**src/rtl/uart_fifo_port_if.sv**
```systemverilog
// uart_fifo_port_if: CPU data/status slot signals and serial pins of the USB UART.
interface uart_fifo_port_if;
  logic       rd_en;
  logic       wr_en;
  logic [7:0] wr_data;
  logic [7:0] rd_data;
  logic [1:0] status;
  logic       u_txd;
  logic       u_rxd;
  modport master (output rd_en, wr_en, wr_data, u_txd, input rd_data, status, u_rxd);
  modport slave (input rd_en, wr_en, wr_data, u_txd, output rd_data, status, u_rxd);
endinterface

```
**src/rtl/uart_fifo_port.sv**
```systemverilog
// uart_fifo_port: 8N1 UART with RX/TX FIFOs behind the 0xBF02 data / 0xBF03 status slots.
// Define UART_FRAME_CHECK_EN to discard received bytes whose stop bit samples low.
module uart_fifo_port #(
  parameter int CLK_HZ     = 11059200,
  parameter int BAUD       = 115200,
  parameter int FIFO_DEPTH = 4
) (
  input logic             clk,
  input logic             rst,
  uart_fifo_port_if.slave bus
);
  localparam int DIV = CLK_HZ / BAUD;
  localparam int AW  = $clog2(FIFO_DEPTH);
  localparam int CW  = $clog2(DIV);
  localparam logic [CW-1:0] BIT_END  = CW'(DIV - 1);
  localparam logic [CW-1:0] HALF_END = CW'(DIV / 2 - 1);
  localparam logic [AW:0]   FULL_XOR = {1'b1, {AW{1'b0}}};
  typedef enum logic [1:0] {IDLE, START, DATA, STOP} state_t;
  logic [7:0]    rx_mem_q [FIFO_DEPTH];
  logic [7:0]    tx_mem_q [FIFO_DEPTH];
  logic [AW:0]   rx_wp_q, rx_rp_q, tx_wp_q, tx_rp_q;
  logic          rx_empty, rx_full, rx_pop, rx_push, rx_done, rx_end, rx_arm, rx_line;
  logic          tx_empty, tx_full, tx_pop, tx_push;
  logic [1:0]    sy_q;
  state_t        rx_st_q, tx_st_q;
  logic [CW-1:0] rx_cnt_q, tx_cnt_q;
  logic [2:0]    rx_bit_q, tx_bit_q;
  logic [7:0]    rx_sh_q, tx_sh_q;
  logic          txd_q;
  assign rx_empty = rx_wp_q == rx_rp_q;
  assign rx_full  = (rx_wp_q ^ rx_rp_q) == FULL_XOR;
  assign rx_pop   = bus.rd_en && !rx_empty;
  // a pop in the same cycle frees the slot a full FIFO needs for the new byte
  assign rx_push  = rx_done && (!rx_full || rx_pop);
  assign tx_empty = tx_wp_q == tx_rp_q;
  assign tx_full  = (tx_wp_q ^ tx_rp_q) == FULL_XOR;
  assign tx_push  = bus.wr_en && !tx_full;
  assign tx_pop   = !tx_empty && (tx_st_q == IDLE || (tx_st_q == STOP && tx_cnt_q == BIT_END));
  assign bus.rd_data = rx_empty ? 8'h00 : rx_mem_q[rx_rp_q[AW-1:0]];
  assign bus.status  = {!rx_empty, !tx_full};
  assign bus.u_rxd   = txd_q;
  assign rx_line = sy_q[1];
  assign rx_end  = rx_st_q == STOP && rx_cnt_q == BIT_END;
`ifdef UART_FRAME_CHECK_EN
  logic wait_hi_q;
  assign rx_arm  = !rx_line && !wait_hi_q;
  assign rx_done = rx_end && rx_line;
  always_ff @(posedge clk or posedge rst)
    if (rst) wait_hi_q <= 1'b0;
    else if (rx_end && !rx_line) wait_hi_q <= 1'b1;
    else if (rx_line) wait_hi_q <= 1'b0;
`else
  assign rx_arm  = !rx_line;
  assign rx_done = rx_end;
`endif
  always_ff @(posedge clk or posedge rst)
    if (rst) begin
      rx_wp_q <= '0;
      rx_rp_q <= '0;
      tx_wp_q <= '0;
      tx_rp_q <= '0;
    end else begin
      if (rx_push) rx_wp_q <= rx_wp_q + 1'b1;
      if (rx_pop) rx_rp_q <= rx_rp_q + 1'b1;
      if (tx_push) tx_wp_q <= tx_wp_q + 1'b1;
      if (tx_pop) tx_rp_q <= tx_rp_q + 1'b1;
    end
  always_ff @(posedge clk) begin
    if (rx_push) rx_mem_q[rx_wp_q[AW-1:0]] <= rx_sh_q;
    if (tx_push) tx_mem_q[tx_wp_q[AW-1:0]] <= bus.wr_data;
  end
  always_ff @(posedge clk or posedge rst)
    if (rst) begin
      sy_q     <= 2'b11;
      rx_st_q  <= IDLE;
      rx_cnt_q <= '0;
      rx_bit_q <= '0;
      rx_sh_q  <= '0;
    end else begin
      sy_q     <= {sy_q[0], bus.u_txd};
      rx_cnt_q <= rx_cnt_q + 1'b1;
      case (rx_st_q)
        IDLE: begin
          rx_cnt_q <= '0;
          if (rx_arm) rx_st_q <= START;
        end
        START: if (rx_cnt_q == HALF_END) begin
          rx_cnt_q <= '0;
          rx_bit_q <= '0;
          rx_st_q  <= rx_line ? IDLE : DATA;
        end
        DATA: if (rx_cnt_q == BIT_END) begin
          rx_cnt_q <= '0;
          rx_sh_q  <= {rx_line, rx_sh_q[7:1]};
          rx_bit_q <= rx_bit_q + 1'b1;
          if (rx_bit_q == 3'd7) rx_st_q <= STOP;
        end
        default: if (rx_cnt_q == BIT_END) begin
          rx_cnt_q <= '0;
          rx_st_q  <= IDLE;
        end
      endcase
    end
  // STOP hands straight to START when more data waits, so frames run back-to-back
  always_ff @(posedge clk or posedge rst)
    if (rst) begin
      tx_st_q  <= IDLE;
      tx_cnt_q <= '0;
      tx_bit_q <= '0;
      tx_sh_q  <= '0;
      txd_q    <= 1'b1;
    end else if (tx_pop) begin
      tx_st_q  <= START;
      tx_cnt_q <= '0;
      tx_sh_q  <= tx_mem_q[tx_rp_q[AW-1:0]];
      txd_q    <= 1'b0;
    end else if (tx_st_q != IDLE) begin
      tx_cnt_q <= tx_cnt_q + 1'b1;
      if (tx_cnt_q == BIT_END) begin
        tx_cnt_q <= '0;
        if (tx_st_q == START) begin
          tx_st_q  <= DATA;
          tx_bit_q <= '0;
          txd_q    <= tx_sh_q[0];
          tx_sh_q  <= {1'b0, tx_sh_q[7:1]};
        end else if (tx_st_q == DATA && tx_bit_q != 3'd7) begin
          tx_bit_q <= tx_bit_q + 1'b1;
          txd_q    <= tx_sh_q[0];
          tx_sh_q  <= {1'b0, tx_sh_q[7:1]};
        end else if (tx_st_q == DATA) begin
          tx_st_q <= STOP;
          txd_q   <= 1'b1;
        end else begin
          tx_st_q <= IDLE;
        end
      end
    end
endmodule

```
**src/flat_wrapper.sv**
```systemverilog
// flat-port wrapper written by rule: the top's interface ports become plain ports
module uart_fifo_port_flat 
#(
  parameter int CLK_HZ     = 11059200,
  parameter int BAUD       = 115200,
  parameter int FIFO_DEPTH = 4
)
  (clk, rst, bus_rd_en, bus_wr_en, bus_wr_data, bus_u_txd, bus_rd_data, bus_status, bus_u_rxd);
  uart_fifo_port_if bus_i ();
  input logic clk;
  input logic rst;
  input wire logic [$bits(bus_i.rd_en)-1:0] bus_rd_en;
  input wire logic [$bits(bus_i.wr_en)-1:0] bus_wr_en;
  input wire logic [$bits(bus_i.wr_data)-1:0] bus_wr_data;
  input wire logic [$bits(bus_i.u_txd)-1:0] bus_u_txd;
  output wire logic [$bits(bus_i.rd_data)-1:0] bus_rd_data;
  output wire logic [$bits(bus_i.status)-1:0] bus_status;
  output wire logic [$bits(bus_i.u_rxd)-1:0] bus_u_rxd;
  assign bus_i.rd_en = bus_rd_en;
  assign bus_i.wr_en = bus_wr_en;
  assign bus_i.wr_data = bus_wr_data;
  assign bus_i.u_txd = bus_u_txd;
  assign bus_rd_data = bus_i.rd_data;
  assign bus_status = bus_i.status;
  assign bus_u_rxd = bus_i.u_rxd;
  uart_fifo_port #(.CLK_HZ(CLK_HZ), .BAUD(BAUD), .FIFO_DEPTH(FIFO_DEPTH)) u_core (.clk(clk), .rst(rst), .bus(bus_i));
endmodule
```
**config.mk**
```make
export PLATFORM = sky130hd
export DESIGN_NAME = uart_fifo_port_flat
export DESIGN_NICKNAME = d
export VERILOG_FILES = /design/src/rtl/uart_fifo_port_if.sv /design/src/rtl/uart_fifo_port.sv /design/src/flat_wrapper.sv
export SDC_FILE = /design/constraint.sdc
export NUM_CORES = 1
export LEC_CHECK = 0
export ABC_AREA = 1
export BUFFER_PORTS_ARGS = -buffer_cell sky130_fd_sc_hd__buf_2
export CAP_MARGIN = 30
export CORE_UTILIZATION = 65
export DETAILED_ROUTE_END_ITERATION = 16
export PLACE_DENSITY = 0.88
export SLEW_MARGIN = 30
export SYNTH_ARGS = -nofsm -noshare
export SYNTH_HDL_FRONTEND = slang
export SYNTH_SLANG_ARGS = --single-unit
```
**constraint.sdc**
```tcl
create_clock -name clk -period 4.2 [get_ports clk]
set_input_delay 0.84 -clock clk [delete_from_list [all_inputs] [get_ports clk]]
set_output_delay 0.84 -clock clk [all_outputs]
set_load 0.01 [all_outputs]
```
# == After elaboration in Yosys (flattened, before gate mapping) ==
# Memories as Yosys holds them, arrays and structs flattened.
# Cells that the tools add are included.
# word_totals
register_bits,55
ram_bits,64
n_memories,2
out_inout_bits,11
# classes
reduce_logical,30
add_sub_neg,8
bitwise,3
n_mux,40
n_eq_ne,20
# mem_list
memory,words,width,rd,rd_clocked_by_memory_dff,wr,line_no,source
u_core.rx_mem_q,4,8,1,0,1,uart_fifo_port.sv:19,logic [7:0] rx_mem_q [FIFO_DEPTH];
u_core.tx_mem_q,4,8,1,0,1,uart_fifo_port.sv:20,logic [7:0] tx_mem_q [FIFO_DEPTH];
# op_table
operator,n
$mux W8,6
$mux W7,5
$mux W2,12
$add A3 B1 Y3 const B,6
$add A7 B1 Y7 const B,2
$eq A7 B7 Y1 const B,2
$pmux W7 S2,1
$mux W3,4
$reduce_and A3 Y1,4
$mux W1,10
$reduce_bool A2 Y1,5
$eq A3 B3 Y1 const B,3
$eq A2 B2 Y1 const B,4
$eq A7 B6 Y1 const B,1
$logic_and A1 B1 Y1,7
$eq A3 B3 Y1,2
$ne A2 B1 Y1 const B,3
$pmux W2 S3,1
$pmux W3 S2,1
$reduce_bool A3 Y1,2
$xor A3 B3 Y3,2
$reduce_and A5 Y1,1
$eq A2 B1 Y1 const B,2
$logic_not A1 Y1,4
other kinds (9),11

# == Depth between registers and ports, before layout ==
# logic_depth
ltp_word,7
mapped_depth,11

# == Least setup slack after synthesis ==
# OpenSTA, ideal clock, no wires.
# synth_path
path_type,flip-flop to output port
startpoint,register u_core.rx_rp_q[0]
endpoint,output port bus_rd_data[6]
path_slack_ns,2.136
t_arrival_ns,1.224
required_time_ns,3.360
stages_incl_launch_ff,8
path_cell_list,dfrtp_1 buf_2 inv_2 buf_2 nor2_1 o32ai_1 nand2_1 inv_1
# synth_via
elab_chain_len,2
elab_cells_between_ends,3
cone_classes,eq/ne (1); mux (1); memory (1)
# synth_lines
element,line_no,source
"start, declared",uart_fifo_port.sv:21,"logic [AW:0] rx_wp_q, rx_rp_q, tx_wp_q, tx_rp_q;"
"start signal, assigned",uart_fifo_port.sv:64,if (rx_pop) rx_rp_q <= rx_rp_q + 1'b1;
$mem_v2 Z4 W8 or $eq A3 B3 Y1 (tied branches),n/a,
$mux W8 (*),uart_fifo_port.sv:39,assign bus.rd_data = rx_empty ? 8'h00 : rx_mem_q[rx_rp_q[AW-1:0]];
"end, declared",flat_wrapper.sv:16,output wire logic [$bits(bus_i.rd_data)-1:0] bus_rd_data;
# Every way passes the cells marked *; elsewhere a longest branch is shown, timed or not.

# == Worst setup path after layout ==
# layout_path
startpoint,register u_core.rx_rp_q[0]
endpoint,output port bus_rd_data[7]
# Same word-level chain as after synthesis.

==> results.txt <==
----------------------------------------------------
[CTS]
  Sink Count ... 119
  Setup Fix Bufs, Post-CTS ... 0
  CTS root buffer ... sky130_fd_sc_hd__clkbuf_8
  Later-pin clock latency in the skew report ... 0.51 ns
  Post-CTS Hold Buffers ... 0
  Clock-pin transition on the worst setup and hold timing paths ... 0.06 ns
  Clock tree from TritonCTS ... yes
  CTS Buf Count ... 17
  Max Buffers Root-to-Sink ... 2
  Number of gates resized after cts ... 0
  Total number of H-tree levels ... 4

[Routing]
  Detail-routed net length per standard cell ... 15.5 µm
  DR vias ... 3,744
  Total iterations of the first detailed-routing run ... 5
  Iteration-0 DRC Markers ... 186
  Avg Vias per Cell ... 5.58
  Remaining antenna violation count after routing ... 0
  Total detailed-routing wirelength ... 10.4 mm
  Detailed-route DRC error count ... 0

[Critical path]
  Data arrival time of the critical path ... 2.27 ns
  Element type at the critical path start ... register
  Worst Setup End Kind ... output pin
  Crit Path Class ... reg -> out
  Cell occurring most often along the worst timing path ... sky130_fd_sc_hd__nand2_1
  Largest stage delay, worst path ... 0.59 ns
  Required time worst endpoint ... 3.36 ns
  Cell with the biggest individual delay on the critical path ... sky130_fd_sc_hd__dfrtp_1
  Max Fanout on Critical Path ... 19
  Cell-by-cell trace of the critical path ... inv_2 > nand2_1 > a21oi_1 > nand2_1 > nand2_1 > inv_1 > buf_2

[Final layout]
  Final nets ... 591
  Fraction of final layout cells sized beyond drive strength 1 ... 15.5%
  Total inserted antenna cells ... 0
  Synth-to-Final Area Change ... 13.4%
  Fill cells ... 516

[Yosys]
  Cells after synthesis ... 523
  FF+latch count, synth ... 119
  Syn. warnings ... 0
  Synthesized net count ... 561
  Number of library cell types mapped by synthesis ... 35
  EDFF count, synth ... 64
  Area share of the leading cell type in the synthesized netlist ... 34.9%
  Cell types with the highest counts after synthesis ... sky130_fd_sc_hd__nand2_1, sky130_fd_sc_hd__nor2_1, sky130_fd_sc_hd__edfxtp_1, sky130_fd_sc_hd__dfrtp_1, sky130_fd_sc_hd__inv_1
  Library cell with the highest instance count after synthesis ... sky130_fd_sc_hd__nand2_1
  Post-synthesis cell type with the largest combined area ... sky130_fd_sc_hd__edfxtp_1
  Top post-synthesis cells by area ... sky130_fd_sc_hd__edfxtp_1, sky130_fd_sc_hd__dfrtp_1, sky130_fd_sc_hd__nand2_1
  Synthesized area divided by synthesized cell count ... 10.5 µm²
  Share of synthesized registers carrying an async set or reset ... 46.2%
  Netlist area before placement ... 0.00551 mm²
  Sequential element share of the synthesized area ... 59.9%
  Predominant post-synthesis flop cell ... sky130_fd_sc_hd__edfxtp_1

[Die]
  Chip height ... 94.1 µm
  Initial Utilization ... 67.1%
  Standard cell core area ... 0.00822 mm²
  Floorplan die area ... 0.00886 mm²
  DIE WIDTH ... 94.1 µm
  Top-Level Pins ... 24
  Placement Rows ... 33

[Timing]
  Relative slew margins ... 46.5%
  Final worst path period share ... 74.0%
  Slack of the critical path ... 1.09 ns
  Number of endpoints with negative hold slack in the final report ... 0
  Final Max Tran Viols ... 0
  Post-route minimum period ... 3.11 ns
  Clock Skews ... 0.0120 ns
  Setup_tns ... 0 ns
  Setup repair after global routing missed its margin ... no
  Setup-violating endpoint count in the final report ... 0
  Highest clock rate ... 322 MHz
  Worst Max-Slew Pin Slew ... 0.800 ns

[Run status]
  Outcome ... complete, no violations

[Global route]
  Overall Global Routing Usage ... 26.7%
  Pin count of the biggest net entering global routing ... 32
  Antenna violations before repair ... 0
  First-pass GRT wire length ... 17.5 mm
  Vias in the first global route ... 3,793
  Grt total ovfl ... 0

[Placement]
  Final Wtd Congestion ... 0.798
  Input/output buffers ... 23
  Post-DP HPWL ... 6.60 mm
  Setup slack at placement ... 1.63 ns

[Hold path]
  Worst min-delay path class ... reg -> reg

[Power]
  Max rail drop VDD ... 0.491 mV
  Leakage power figure ... 2.87 nW
  Power per cell area ... 478 mW/mm²

[Run]
  MaxCap Viol Count ... 0

----------------------------------------------------
==> metal layers <==
metal	track usage, %	vias up	routed length, µm
met1	30.3	1794	4180
met4	13.7	0	236
met5	0	-	0
met3	6.96	28	462
met2	46.5	125	5500
li1	-	1797	-
==> state kept, by name (all words and copies together) (netlist names) <==
name,flops
u_core.rx_cnt_q,7
u_core.rx_mem_q,32
u_core.tx_cnt_q,7
u_core.tx_sh_q,8
u_core.rx_rp_q,3
u_core.rx_bit_q,3
u_core.rx_sh_q,8
u_core.tx_rp_q,3
u_core.rx_wp_q,3
u_core.tx_st_q,2
u_core.tx_bit_q,3
u_core.rx_st_q,2
u_core.bus.u_rxd,1
u_core.sy_q,2
u_core.tx_mem_q,32
u_core.tx_wp_q,3
==> report_power, final <==
group          total, W  switching [W]  internal, W
clock network   0.00140       0.000490     0.000911
logic          0.000237       0.000168    0.0000689
registers       0.00135      0.0000372      0.00131
==> stage by stage <==
step	total power [W]	instance area [µm²]	utilization [%]	hold slack, ns	std cells
after CTS	0.00300	6250	76.1	0.363	671
after detailed placement	0.00160	5680	69.1	0.349	639
after global routing	0.00309	6250	76.1	0.365	671
after floorplan	0.00153	5510	-	0.345	523
final	0.00299	6250	76.1	0.358	671
after global placement	0.00158	5680	69.1	0.347	639
==> layout make-up <==
class,count,area (µm²),share of cell area (%)
clock inverter,10,129,2.06
timing repair buffer,24,123,1.96
inverter,53,206,3.30
multi-input combinational,338,1920,30.7
tap,105,131,2.10
clock buffer,22,443,7.08
sequential,119,3300,52.8
==> final timing paths <==
kind                       slack [ns]  cells past startpoint                     startpoint                              end
max                              1.09                      7  u_core.rx_rp_q[0]$_DFFE_PP0P_                   bus_rd_data[7]
min                              0.36                      0       u_core.sy_q[0]$_DFF_PP1_         u_core.sy_q[1]$_DFF_PP1_
max reg2reg                      1.73                      6  u_core.rx_rp_q[0]$_DFFE_PP0P_  u_core.rx_mem_q[0][6]$_DFFE_PP_
min reg2reg                      0.36                      0       u_core.sy_q[0]$_DFF_PP1_         u_core.sy_q[1]$_DFF_PP1_
max in group asynchronous        3.03                      3                            rst   u_core.rx_bit_q[0]$_DFFE_PP0P_
min in group asynchronous        0.37                      2                            rst    u_core.rx_rp_q[1]$_DFFE_PP0P_
==> logic make-up (layout without fill, tap and decap cells) <==
| kind of cell | Yosys count | after routing | synth area share, % |
|---|---|---|---|
| fa+ha+maj | 25 | 25 | 5.67 |
| compound gates | 62 | 62 | 6.42 |
| flops | 119 | 119 | 59.9 |
| simple gates | 229 | 229 | 18.5 |
| buf+inv | 66 | 109 | 5.33 |
| mux | 8 | 8 | 1.63 |
| xor+xnor | 14 | 14 | 2.56 |
==> worst max-delay path, delay by kind of cell (launching register included) <==
kind                   cells  cell delay [ns]
DFF                        1             0.59
buffers and inverters      3             0.51
and+or+nand+nor            3             0.50
AOI/OAI and AO/OA          1             0.17
==> placed cells by master (no fill, tap or decap), types with 2 or more instances in the layout <==
cell	netlist	routed
sky130_fd_sc_hd__nand2_1	99	99
sky130_fd_sc_hd__ha_1	25	25
sky130_fd_sc_hd__clkinv_1	0	3
sky130_fd_sc_hd__nor3_1	3	3
sky130_fd_sc_hd__mux2_2	8	8
sky130_fd_sc_hd__nand3_1	23	23
sky130_fd_sc_hd__clkbuf_1	1	4
sky130_fd_sc_hd__nand2_4	3	3
sky130_fd_sc_hd__nand3_2	5	5
sky130_fd_sc_hd__bufinv_16	0	3
sky130_fd_sc_hd__o21a_1	2	2
sky130_fd_sc_hd__inv_4	3	3
sky130_fd_sc_hd__o21ai_1	3	3
sky130_fd_sc_hd__nor2_1	81	81
sky130_fd_sc_hd__clkinvlp_4	0	3
sky130_fd_sc_hd__nor2_4	2	2
sky130_fd_sc_hd__o32ai_1	8	8
sky130_fd_sc_hd__dfstp_2	3	3
sky130_fd_sc_hd__nor2_2	2	2
sky130_fd_sc_hd__edfxtp_1	64	64
sky130_fd_sc_hd__xor2_1	9	9
sky130_fd_sc_hd__o22ai_1	7	7
sky130_fd_sc_hd__a21oi_1	6	6
sky130_fd_sc_hd__inv_2	2	3
sky130_fd_sc_hd__buf_2	7	23
sky130_fd_sc_hd__o21ai_0	36	36
sky130_fd_sc_hd__dfrtp_1	52	52
sky130_fd_sc_hd__clkbuf_8	0	2
sky130_fd_sc_hd__clkbuf_16	0	16
sky130_fd_sc_hd__xnor2_1	4	4
sky130_fd_sc_hd__inv_1	48	47
sky130_fd_sc_hd__nand2_2	6	6
(Power assumes the default switching activity.)
